**src/rtl/hpc2_rand_pkg.sv**
```systemverilog
// Shared constants and FSM encoding for the HPC2 randomness source.
// Holds the LFSR geometry, warmup length, zero-seed substitute and health threshold.
package hpc2_rand_pkg;

    localparam int LFSR_W        = 32;
    localparam int TAP_A         = 31;
    localparam int TAP_B         = 21;
    localparam int TAP_C         = 1;
    localparam int TAP_D         = 0;
    localparam int STEPS_PER_ADV = 6;
    localparam int WARMUP_ADV    = 8;
    localparam int HEALTH_THRESH = 16;

    localparam logic [LFSR_W-1:0] ZERO_SEED_SUB = 32'h0000_0001;

    typedef enum logic [1:0] {
        ST_UNSEEDED = 2'd0,
        ST_WARMUP   = 2'd1,
        ST_RUN      = 2'd2
    } rand_state_t;

endpackage

```
**src/rtl/hpc2_lfsr_step.sv**
```systemverilog
// Combinational 6-step unroll of the 32-bit Fibonacci LFSR (taps 31,21,1,0).
// Zero latency; no flow control.
module hpc2_lfsr_step
    import hpc2_rand_pkg::*;
(
    input  logic [LFSR_W-1:0] s_cur,
    output logic [LFSR_W-1:0] s_next
);

    always_comb begin
        s_next = s_cur;
        for (int i = 0; i < STEPS_PER_ADV; i++) begin
            s_next = {s_next[LFSR_W-2:0],
                      s_next[TAP_A] ^ s_next[TAP_B] ^ s_next[TAP_C] ^ s_next[TAP_D]};
        end
    end

endmodule

```
**src/rtl/hpc2_rand_source.sv**
```systemverilog
// Seeded LFSR feeding six fresh bits per advance to a 4-share HPC2 AND; valid 9 cycles after seeding.
// Advances only on io_en once running; seed always accepted outside reset; HPC2_RAND_HEALTH_EN adds a repetition alarm.
module hpc2_rand_source
    import hpc2_rand_pkg::*;
(
    input  logic        clock_0,
    input  logic        reset_0,
    input  logic        io_seed_valid,
    input  logic [31:0] io_seed,
    output logic        io_seed_ready,
    input  logic        io_en,
    output logic        p_rand_0,
    output logic        p_rand_1,
    output logic        p_rand_2,
    output logic        p_rand_3,
    output logic        p_rand_4,
    output logic        p_rand_5,
    output logic        io_rand_valid,
    output logic        io_err
);

    rand_state_t       state;
    logic [LFSR_W-1:0] s;
    logic [LFSR_W-1:0] step_next;
    logic [2:0]        warm_cnt;
    logic              seed_hs;
    logic              adv;
    logic              run_adv;

    assign io_seed_ready = ~reset_0;
    assign seed_hs       = io_seed_valid & io_seed_ready;
    assign run_adv       = (state == ST_RUN) & io_en;
    assign adv           = (state == ST_WARMUP) | run_adv;

    hpc2_lfsr_step u_step (
        .s_cur  (s),
        .s_next (step_next)
    );

    // A handshake outranks any pending advance so a reseed always restarts warmup cleanly.
    always_ff @(posedge clock_0) begin
        if (reset_0) begin
            state    <= ST_UNSEEDED;
            s        <= '0;
            warm_cnt <= '0;
        end else if (seed_hs) begin
            state    <= ST_WARMUP;
            s        <= (io_seed == '0) ? ZERO_SEED_SUB : io_seed;
            warm_cnt <= '0;
        end else begin
            if (adv) begin
                s <= step_next;
            end
            if (state == ST_WARMUP) begin
                warm_cnt <= warm_cnt + 3'd1;
                if (warm_cnt == 3'(WARMUP_ADV - 1)) begin
                    state <= ST_RUN;
                end
            end
        end
    end

`ifdef HPC2_RAND_HEALTH_EN
    logic [4:0] rep_cnt;
    logic       err;

    // Counts consecutive running advances that reproduce the same six output bits.
    always_ff @(posedge clock_0) begin
        if (reset_0 || seed_hs) begin
            rep_cnt <= '0;
            err     <= 1'b0;
        end else if (run_adv) begin
            if (step_next[5:0] == s[5:0]) begin
                if (rep_cnt != 5'd31) begin
                    rep_cnt <= rep_cnt + 5'd1;
                end
                if (rep_cnt == 5'(HEALTH_THRESH - 1)) begin
                    err <= 1'b1;
                end
            end else begin
                rep_cnt <= '0;
            end
        end
    end

    assign io_err = err;
`else
    assign io_err = 1'b0;
`endif

    assign io_rand_valid = (state == ST_RUN) & ~io_err;

    assign p_rand_0 = io_rand_valid & s[0];
    assign p_rand_1 = io_rand_valid & s[1];
    assign p_rand_2 = io_rand_valid & s[2];
    assign p_rand_3 = io_rand_valid & s[3];
    assign p_rand_4 = io_rand_valid & s[4];
    assign p_rand_5 = io_rand_valid & s[5];

endmodule

```
**config.mk**
```make
export PLATFORM = sky130hd
export DESIGN_NAME = hpc2_rand_source
export DESIGN_NICKNAME = d
export VERILOG_FILES = /design/src/rtl/hpc2_rand_pkg.sv /design/src/rtl/hpc2_lfsr_step.sv /design/src/rtl/hpc2_rand_source.sv
export SDC_FILE = /design/constraint.sdc
export NUM_CORES = 1
export LEC_CHECK = 0
export CORE_ASPECT_RATIO = 0.6
export CORE_MARGIN = 2
export CORE_UTILIZATION = 54
export DETAILED_ROUTE_END_ITERATION = 16
export PLACE_DENSITY = 0.83
export SETUP_SLACK_MARGIN = 0.3
export SYNTH_ARGS = -nofsm -noshare
export SYNTH_HDL_FRONTEND = slang
export SYNTH_SLANG_ARGS = --single-unit
```
**constraint.sdc**
```tcl
create_clock -name clock_0 -period 2.8 [get_ports clock_0]
set_input_delay 0.28 -clock clock_0 [delete_from_list [all_inputs] [get_ports clock_0]]
set_output_delay 0.28 -clock clock_0 [all_outputs]
set_load 0.005 [all_outputs]
```
==> impl_metrics.tcl <==
set metrics [dict create \
    global_route.usage.met1_pct 39.08 \
    cts_hold_buffers 0 \
    drtIter0Drc 165 \
    p_leak_nw 0.9181 \
    total_power_w 0.001356 \
    hpwl_mm 3.796 \
    syn_inst 209 \
    row_count 16 \
    antenna_found_initial 0 \
    dp_cells 284 \
    io_pins 45 \
    p_seq_share_pct 45.6 \
    wl_mm 5.308 \
    criticalPathCategory "in2reg" \
    synth_common_cells "dfxtp_1 (37), nor2_1 (31), a221oi_1 (25), o21ai_0 (25), buf_6 (9)" \
    cp-end-kind "register" \
    drive_above_1_share_pct 9.312 \
    rsz0062_at_grt "false" \
    antenna_left 0 \
    diodes 0 \
    status "completed" \
    setup_ws_ns 0.6113 \
    yosys_register_bits 37 \
    vias 1810 \
    min_path_type "reg2reg" \
    grt_max_degree 29 \
    synth_area_leaders "dfxtp_1 (38%), a221oi_1 (11%), o21ai_0 (6.3%), nor2_1 (5.9%), buf_6 (5.1%)" \
    cts_setup_buffers 0 \
    worstPathArrival_ns 2.33 \
    tightest_slew_ns 1.088 \
    multiInputGateArea_um2 1062 \
    cp_max_fo 15 \
    grt_remaining_overflow 0 \
    firstDrtPassIters 4 \
    power_density_nw_per_um2 558.5 \
    synth_flop_cell "dfxtp_1" \
    die_w_um 82.04 \
    fmax_ghz 0.4569 \
    grt_pass1_wl_mm 8.300 \
    peakVddDrop_uv 307.2 \
    synth_edf_count 0 \
    p_sw_share_pct 30.31 \
    finalClockSkew_ns 0.009117 \
    cts_max_level 2 \
    use_met2_pct 38.89 \
    cts.clk_slew.worst_paths_ns 0.07 \
    place.gp.congestion 0.8970 \
    crit_required_ns 2.94 \
    finalHoldViolations 0 \
    grtUsageMet3_pct 8.127 \
    ys_warn_count 0 \
    power.internal_w 0.0009453 \
    synth_area_leader_cell "dfxtp_1" \
    portBuffers 43 \
    drv_cap 0 \
    place_ws_ns 0.3522 \
    clk_latency_ns 0.29 \
    critPathLaunchType "primary input" \
    async_flop_share_pct 0 \
    dieArea_um2 4170 \
    relSlewSlack_pct 27.21 \
    yosys.cell_count.top_type "dfxtp_1" \
    fillCellCount 262 \
    cts-resized-gates 0 \
    synthesis.area_um2 1973 \
    syn_nets 247 \
    final_cells 292 \
    register_area_um2 740.7 \
    drc 0 \
    min_period_ns 2.189 \
    syn2layout_area_growth_pct 23.08 \
    wire_per_inst_um 18.18 \
    numCtsBuffers 5 \
    synth_top_cell_area_share_pct 37.54 \
    setup_viol 0 \
    busiest_layer "met1" \
    final_area_um2 2429 \
    track_usage_pct 26.95 \
    clock_sinks 37 \
    postPlaceCellArea_um2 2346 \
    fin_crit_sh_pct 78.17 \
    switchingPower_w 0.0004110 \
    die_h_um 50.83 \
    post_synth.cell_area_avg_um2 9.441 \
    clockRootBuffer "clkbuf_8" \
    setup_tns_ns 0 \
    yosysUniqueCellTypes 40 \
    nets 284 \
    clockBufferDepth 2 \
    floorplan.initialDensity_pct 58.32 \
    grt_pass1_vias 1664 \
    combPwrFrac_pct 28.2 \
    power.share.clock_pct 26.2 \
    finalMaxSlewViolations 0 \
    via_per_inst 6.199 \
    core_area_um2 3383 \
    yosysSeqAreaShare_pct 37.54 \
    cts_tree "built" \
]
## through the flow
stage / utilization, % / hold slack (ns)
floorplan: - / 0.3808
global placement: 69.34 / 0.4962
detailed placement: 69.34 / 0.4957
CTS: 71.78 / 0.5076
global route: 71.78 / 0.5266
finish: 71.78 / 0.5104
## placed cells by master, fill, tap and decap left out, drive strengths merged
master | Yosys | routed
o21a | 1 | 1
clkbuf | 6 | 6
o41ai | 1 | 1
nand3 | 1 | 1
inv | 2 | 2
mux2i | 6 | 6
nor4 | 8 | 8
dfxtp | 37 | 37
xnor2 | 6 | 6
a21oi | 4 | 4
xnor3 | 3 | 3
buf | 13 | 6
a221oi | 25 | 25
nor3 | 5 | 5
o21ai | 28 | 28
a211oi | 5 | 5
nor2 | 31 | 31
and3 | 1 | 1
and2 | 6 | 6
o22ai | 2 | 2
xor2 | 6 | 6
a311oi | 1 | 1
ha | 2 | 2
clkinv | 1 | 3
nand4 | 2 | 2
a211o | 1 | 1
clkdlybuf4s50 | 0 | 43
conb | 1 | 1
nor2b | 4 | 4
## final cells by class
class,count,share of cell area (%)
multi-input cells,150,43.74
flip-flops and latches,37,30.50
repair buffers,49,19.58
clock buffers,6,2.988
well taps,45,2.318
inverters,3,0.4637
clock inverters,2,0.4122
## logic make-up after synthesis
group	share of synthesized area (%)
XOR/XNOR	10.15
AO/OA/AOI/OAI	24.73
AND/OR/NAND/NOR	14.46
multiplexers	3.044
flip-flops	37.54
other	0.1901
adder cells (fa/ha/maj)	1.268
buffers and inverters	8.623
## flip-flops by register name, summed over array words and instances (netlist names)
signal    count
warm_cnt      3
s            32
state         2
## critical path, cell delays in order
cell and delay [ns]:
clkdlybuf4s50_1 0.62, nor2b_4 0.39, o21a_1 0.51, buf_4 0.27, nor2b_1 0.17, o41ai_2 0.08
## power by group through the flow
stage,logic (W),registers (W),clock network (W)
floorplan,0.000279,0.000613,0
global placement,0.000369,0.000626,0
CTS,0.000377,0.000616,0.000358
detailed placement,0.000372,0.000628,0
global route,0.000414,0.000622,0.000385
finish,0.000382,0.000619,0.000355
## layer usage
metal	vias up	part of all wire [%]
met1	822	47
met3	6	12
met4	0	0.87
met2	133	40
met5	-	0
li1	849	-
## worst paths after layout
check | to | start | slack, ns | cells past startpoint
setup / recovery | s[0]$_SDFFE_PP0P_ | io_seed_valid | 0.61 | 6
setup reg to reg | s[17]$_SDFFE_PP0P_ | state[1]$_SDFFE_PP0P_ | 0.82 | 4
hold reg to reg | s[7]$_SDFFE_PP0P_ | s[7]$_SDFFE_PP0P_ | 0.51 | 2
hold / removal | s[7]$_SDFFE_PP0P_ | s[7]$_SDFFE_PP0P_ | 0.51 | 2
No activity file was read; power rests on OpenSTA's default activity.
